$ cat src/rtl/temp_datapath_if.sv
// Sample/flag bus between the temperature compare stage and its neighbours.
// The master side drives the strobe and temperatures; the slave side returns the filtered flags.
interface temp_datapath_if #(
   parameter int W = 7
);
   logic         sample_en;
   logic [W-1:0] datapath_in1;
   logic [W-1:0] datapath_in2;
   logic [W-1:0] datapath_in3;
   logic [3:0]   datapath_out;
   logic         dout_valid;

   modport master (
      output sample_en, datapath_in1, datapath_in2, datapath_in3,
      input  datapath_out, dout_valid
   );

   modport slave (
      input  sample_en, datapath_in1, datapath_in2, datapath_in3,
      output datapath_out, dout_valid
   );
endinterface

$ cat src/rtl/temp_datapath.sv
// Temperature compare stage: capture, threshold compare, per-flag persistence filter.
// Produces the controller's 4-bit status vector and a primed/valid indication.
module temp_datapath #(
   parameter int W        = 7,
   parameter int FILT_LEN = 4
) (
   input logic            clk,
   input logic            reset,
   temp_datapath_if.slave bus
);

   typedef enum logic [1:0] {
      PRIME = 2'b01,
      RUN   = 2'b10
   } state_e;

   localparam logic [3:0] CNT_MAX   = 4'(FILT_LEN - 1);
   localparam logic [3:0] PRIME_MAX = 4'(FILT_LEN);

   state_e       state_q, state_d;
   logic [W-1:0] troom_q, troom_d;
   logic [W-1:0] tref_q, tref_d;
   logic [W-1:0] dt_q, dt_d;
   logic         haveCap_q, haveCap_d;
   logic         capVld_q, capVld_d;
   logic         rawVld_q, rawVld_d;
   logic [3:0]   raw_q, raw_d;
   logic [3:0]   out_q, out_d;
   logic [3:0]   cnt_q [4];
   logic [3:0]   cnt_d [4];
   logic [3:0]   prime_q, prime_d;

   logic [W:0]   troomX, trefX, dtX;
   logic [3:0]   rawNext;
   logic         setChange;
   logic         stateBad;

   // One extra bit keeps troom+dt and tref+dt from wrapping at full scale.
   assign troomX  = {1'b0, troom_q};
   assign trefX   = {1'b0, tref_q};
   assign dtX     = {1'b0, dt_q};
   assign rawNext = {troomX <= trefX,
                     troomX >= trefX,
                     troomX > (trefX + dtX),
                     (troomX + dtX) < trefX};

   assign setChange = bus.sample_en && haveCap_q &&
                      ((bus.datapath_in2 != tref_q) || (bus.datapath_in3 != dt_q));
   assign stateBad  = (state_q != PRIME) && (state_q != RUN);

   assign bus.datapath_out = out_q;
   assign bus.dout_valid   = (state_q == RUN);

   always_ff @(posedge clk) begin
      if (!reset) begin
         state_q <= PRIME;
      end else begin
         state_q <= state_d;
      end
   end

   always_comb begin
      state_d   = state_q;
      troom_d   = troom_q;
      tref_d    = tref_q;
      dt_d      = dt_q;
      haveCap_d = haveCap_q;
      raw_d     = raw_q;
      out_d     = out_q;
      cnt_d     = cnt_q;
      prime_d   = prime_q;
      capVld_d  = bus.sample_en;
      rawVld_d  = capVld_q;

      if (bus.sample_en) begin
         troom_d   = bus.datapath_in1;
         tref_d    = bus.datapath_in2;
         dt_d      = bus.datapath_in3;
         haveCap_d = 1'b1;
      end

      if (capVld_q) begin
         raw_d = rawNext;
      end

      // A new setpoint restarts priming; the flags keep their last filtered value meanwhile.
      if (stateBad || setChange) begin
         for (int i = 0; i < 4; i++) begin
            cnt_d[i] = '0;
         end
         prime_d = '0;
         state_d = PRIME;
      end else if (rawVld_q) begin
         for (int i = 0; i < 4; i++) begin
            if (raw_q[i] == out_q[i]) begin
               cnt_d[i] = '0;
            end else if (cnt_q[i] == CNT_MAX) begin
               out_d[i] = raw_q[i];
               cnt_d[i] = '0;
            end else begin
               cnt_d[i] = cnt_q[i] + 4'd1;
            end
         end
         if (prime_q != PRIME_MAX) begin
            prime_d = prime_q + 4'd1;
         end
         if (prime_d == PRIME_MAX) begin
            state_d = RUN;
         end
      end
   end

   always_ff @(posedge clk) begin
      if (!reset) begin
         troom_q   <= '0;
         tref_q    <= '0;
         dt_q      <= '0;
         haveCap_q <= 1'b0;
         capVld_q  <= 1'b0;
         rawVld_q  <= 1'b0;
         raw_q     <= '0;
         out_q     <= '0;
         prime_q   <= '0;
         for (int i = 0; i < 4; i++) begin
            cnt_q[i] <= '0;
         end
      end else begin
         troom_q   <= troom_d;
         tref_q    <= tref_d;
         dt_q      <= dt_d;
         haveCap_q <= haveCap_d;
         capVld_q  <= capVld_d;
         rawVld_q  <= rawVld_d;
         raw_q     <= raw_d;
         out_q     <= out_d;
         prime_q   <= prime_d;
         for (int i = 0; i < 4; i++) begin
            cnt_q[i] <= cnt_d[i];
         end
      end
   end

endmodule

$ cat src/flat_wrapper.sv
// flat-port wrapper written by rule: the top's interface ports become plain ports
module temp_datapath_flat 
#(
   parameter int W        = 7,
   parameter int FILT_LEN = 4
)
  (clk, reset, bus_sample_en, bus_datapath_in1, bus_datapath_in2, bus_datapath_in3, bus_datapath_out, bus_dout_valid);
  temp_datapath_if #(.W(W)) bus_i ();
  input logic clk;
  input logic reset;
  input wire logic [$bits(bus_i.sample_en)-1:0] bus_sample_en;
  input wire logic [$bits(bus_i.datapath_in1)-1:0] bus_datapath_in1;
  input wire logic [$bits(bus_i.datapath_in2)-1:0] bus_datapath_in2;
  input wire logic [$bits(bus_i.datapath_in3)-1:0] bus_datapath_in3;
  output wire logic [$bits(bus_i.datapath_out)-1:0] bus_datapath_out;
  output wire logic [$bits(bus_i.dout_valid)-1:0] bus_dout_valid;
  assign bus_i.sample_en = bus_sample_en;
  assign bus_i.datapath_in1 = bus_datapath_in1;
  assign bus_i.datapath_in2 = bus_datapath_in2;
  assign bus_i.datapath_in3 = bus_datapath_in3;
  assign bus_datapath_out = bus_i.datapath_out;
  assign bus_dout_valid = bus_i.dout_valid;
  temp_datapath #(.W(W), .FILT_LEN(FILT_LEN)) u_core (.clk(clk), .reset(reset), .bus(bus_i));
endmodule
$ cat config.mk
export PLATFORM = sky130hd
export DESIGN_NAME = temp_datapath_flat
export DESIGN_NICKNAME = d
export VERILOG_FILES = /design/src/rtl/temp_datapath_if.sv /design/src/rtl/temp_datapath.sv /design/src/flat_wrapper.sv
export SDC_FILE = /design/constraint.sdc
export NUM_CORES = 1
export LEC_CHECK = 0
export CAP_MARGIN = 30
export CORE_ASPECT_RATIO = 0.75
export CORE_MARGIN = 2
export CORE_UTILIZATION = 57
export CTS_CLUSTER_DIAMETER = 30
export DETAILED_ROUTE_END_ITERATION = 10
export PLACE_DENSITY = 0.78
export SYNTH_ARGS = -nofsm -noshare
export SYNTH_HDL_FRONTEND = slang
export SYNTH_SLANG_ARGS = --single-unit
$ cat constraint.sdc
create_clock -name clk -period 5.15 [get_ports clk]
set_input_delay 1.03 -clock clk [delete_from_list [all_inputs] [get_ports clk]]
set_output_delay 1.03 -clock clk [all_outputs]
set_load 0.01 [all_outputs]
==> reports/results.tsv <==
stage	metric	value	unit
die	coreArea	5826	sq um
critical_path	critPathMaxFanout	6	
finish	area_delta_synth_final	12.51	%
global_route	antenna_found_initial	0	
logic_synthesis	synth_edf_count	0	
die	initial_core_util	0.5921	
min_path	min_path_type	reg -> reg	
sta	hold_violations	0	
power_and_ir_drop	clkPwrFrac	0.275	
logic_synthesis	syn_inst	385	
power_and_ir_drop	p_switching	256.8	uW
clocking	hold_buffers	0	
critical_path	worstSetupStartpointType	register	
power_and_ir_drop	ir_drop	0.0001279	V
sta	finalWorstPathRequiredPeriod	3.036	ns
clocking	clock_latency	0.32	ns
logic_synthesis	synthFlopType	dfxtp_1	
clocking	cts_setup_buffers	0	
logic_synthesis	yosysUniqueCellTypes	40	
power_and_ir_drop	seq_power_share	0.520	
die	boundaryPins	29	
power_and_ir_drop	p_comb_frac	0.205	
global_route	grt_pass1_wl	11990	um
logic_synthesis	async_flop_share	0	
drt	dr_wl_met2	2943	um
drt	vias	2700	
die	core.rowCount	24	
global_route	grt.total_usage	0.2259	
logic_synthesis	synth_area	3450	sq um
sta	max_freq	0.3293	GHz
sta	worst_pin_slew	0.9616	ns
critical_path	critPathKind	reg -> reg	
finish	final_nets	477	
logic_synthesis	synth-seq-cells	54	
placed_design	port_buffers	28	
drt	dr.pass1.iters	4	
drt	ant_nets	0	
sta	setup_viol	0	
drt	routedWlPerCell	14.18	um
clocking	clock_sinks	54	
die	die_y	71.37	um
drt	top_layer_used	met4	
sta	slew_headroom	0.3580	
sta	layout_setup_ws	2.114	ns
logic_synthesis	yosysSeqAreaShare	0.3134	
clocking	clock_path_buffers	2	
global_route	grt_overflow	0	
power_and_ir_drop	leakagePower	1.696	nW
drt	route.met3.wl	316	um
drt	drtIter0Drc	110	
outcome	status	finished, final reports clean	
placed_design	dp_hpwl	5222	um
logic_synthesis	synth_top_area_share	0.3134	
clocking	clock-root-buffer	clkbuf_8	
sta	finalCritPeriodShare	0.5896	
critical_path	worstPathArrival	3.29	ns
flow_run	maxCapViolCount	0	
logic_synthesis	synth_nets	452	
logic_synthesis	yosysMostFrequentCell	dfxtp_1	
global_route	grt_pass1_vias	2643	
die	die_w	93.83	um
critical_path	worstPathRequired	5.41	ns
logic_synthesis	synth.area.top_cells	dfxtp_1 (31%), ha_1 (15%), mux2i_1 (7.0%)	
sta	tns	0	ns
drt	wl_met1	3589	um
placed_design	gp_congestion	0.8921	
die	dieArea	6697	sq um
logic_synthesis	synth_common_cells	dfxtp_1 (54), ha_1 (41), a21oi_1 (28), nor2b_1 (28), nand2_1 (27)	
power_and_ir_drop	p_int	617.7	uW
drt	drc	0	
clocking	cts_resized	0	
drt	drt-total-wl	6934	um
clocking	htree_levels	2	
power_and_ir_drop	powerDensity	225.3	nW/um^2
clocking	cts_buffers	5	
drt	vias_per_cell	5.521	
clocking	clk_pin_slew_worst_paths	0.09	ns
logic_synthesis	synth_top_cell_by_area	dfxtp_1	
global_route	grt_max_degree	38	
sta	whs	0.4703	ns
finish	diodes	0	
logic_synthesis	syn_avg_cell_area	8.960	sq um
clocking	cts_tree	done	
sta	fin_skew	0.005257	ns
critical_path	end_kind	register	
finish	final_layout_size_suffix_gt1_frac	0.04623	
sta	rsz0062_at_grt	false	
placed_design	place_ws	1.880	ns
logic_synthesis	yosys_warnings	0	
power_and_ir_drop	switching_share	0.2937	
sta	drv_slew	0	
[layout make-up]
class	instances	area (sq um)
clock buffers	6	72.57
fillers	499	1944
multi-input cells	299	2246
repair buffers	30	295.3
well taps	78	97.59
clock inverters	2	13.76
flip-flops and latches	54	1081
inverters	20	75.07
[per-layer routing]
layer,global-route usage,vias to the layer above
met5,0,-
li1,-,1401
met2,0.3556,56
met1,0.3155,1237
met4,0.07890,0
met3,0.03891,6
[cells by family after synthesis]
logic type | synth area share
DFF | 0.3134
AOI/OAI and AO/OA | 0.1313
and+or+nand+nor | 0.2031
xor gates and xnor gates | 0.07363
muxes | 0.08270
buffers and inverters | 0.03554
adders and majority gates | 0.1603
[layout by cell type (no fill, tap or decap), types with 2 or more instances in the layout]
cell,instances
clkdlybuf4s50_1,28
nand4_1,7
nand3b_1,5
nor4_2,3
a21oi_1,28
ha_1,41
o311ai_0,2
dfxtp_1,54
xnor2_1,7
mux2i_1,24
o21a_1,5
nor3_1,5
mux2_2,4
nor2b_1,28
clkbuf_8,5
o211ai_1,2
nand2b_1,7
a21o_1,9
o21bai_1,2
nand2_1,27
o21ai_0,18
inv_1,20
nand3_1,7
xor2_1,22
and3_1,4
nor4b_1,3
buf_4,2
fa_1,2
nor2_1,22
a41o_1,2
nor3b_1,4
[path summary, 6_finish.rpt]
kind	start	to	slack [ns]	cells past startpoint
max	u_core.dt_q[1]	u_core.raw_q[0]	2.11	12
min	u_core.haveCap_q	u_core.haveCap_q	0.47	1
max reg2reg	u_core.dt_q[1]	u_core.raw_q[0]	2.11	12
min reg2reg	u_core.haveCap_q	u_core.haveCap_q	0.47	1
[critical path, stage by stage (launching register included)]
cell	delay, ns
dfxtp_1	0.51
ha_1	0.29
a21o_1	0.18
a21oi_1	0.23
nor2b_1	0.10
o21a_1	0.17
nor2_1	0.13
xnor2_1	0.15
ha_1	0.27
a21o_1	0.18
a2111oi_0	0.45
o21ai_0	0.15
o21ai_0	0.15
[registers in the layout, summed over array words and instances, names as in the netlist]
| name | cells |
|---|---|
| u_core.troom_q | 7 |
| u_core.raw_q | 4 |
| u_core.dt_q | 7 |
| u_core.state_q | 2 |
| u_core.capVld_q | 1 |
| u_core.bus.datapath_out | 4 |
| u_core.prime_q | 4 |
| u_core.tref_q | 7 |
| u_core.haveCap_q | 1 |
| u_core.rawVld_q | 1 |
| u_core.cnt_q | 16 |
[metrics by stage]
step / instance area (sq um) / utilization / cells / power, mW
floorplan: 3450 / - / 385 / 0.5850
global placement: 3795 / 0.6514 / 481 / 0.6330
detailed placement: 3795 / 0.6514 / 481 / 0.6402
CTS: 3881 / 0.6662 / 489 / 0.8812
global route: 3881 / 0.6662 / 489 / 0.9255
finish: 3881 / 0.6662 / 489 / 0.8746
[power by group through the flow]
stage / combinational [mW] / clock, mW / sequential, mW
after floorplan: 0.130 / 0 / 0.455
after global placement: 0.170 / 0 / 0.463
after detailed placement: 0.176 / 0 / 0.464
after CTS: 0.179 / 0.248 / 0.454
after global routing: 0.203 / 0.265 / 0.457
final: 0.179 / 0.241 / 0.455
Power figures use the tool's default switching activity.
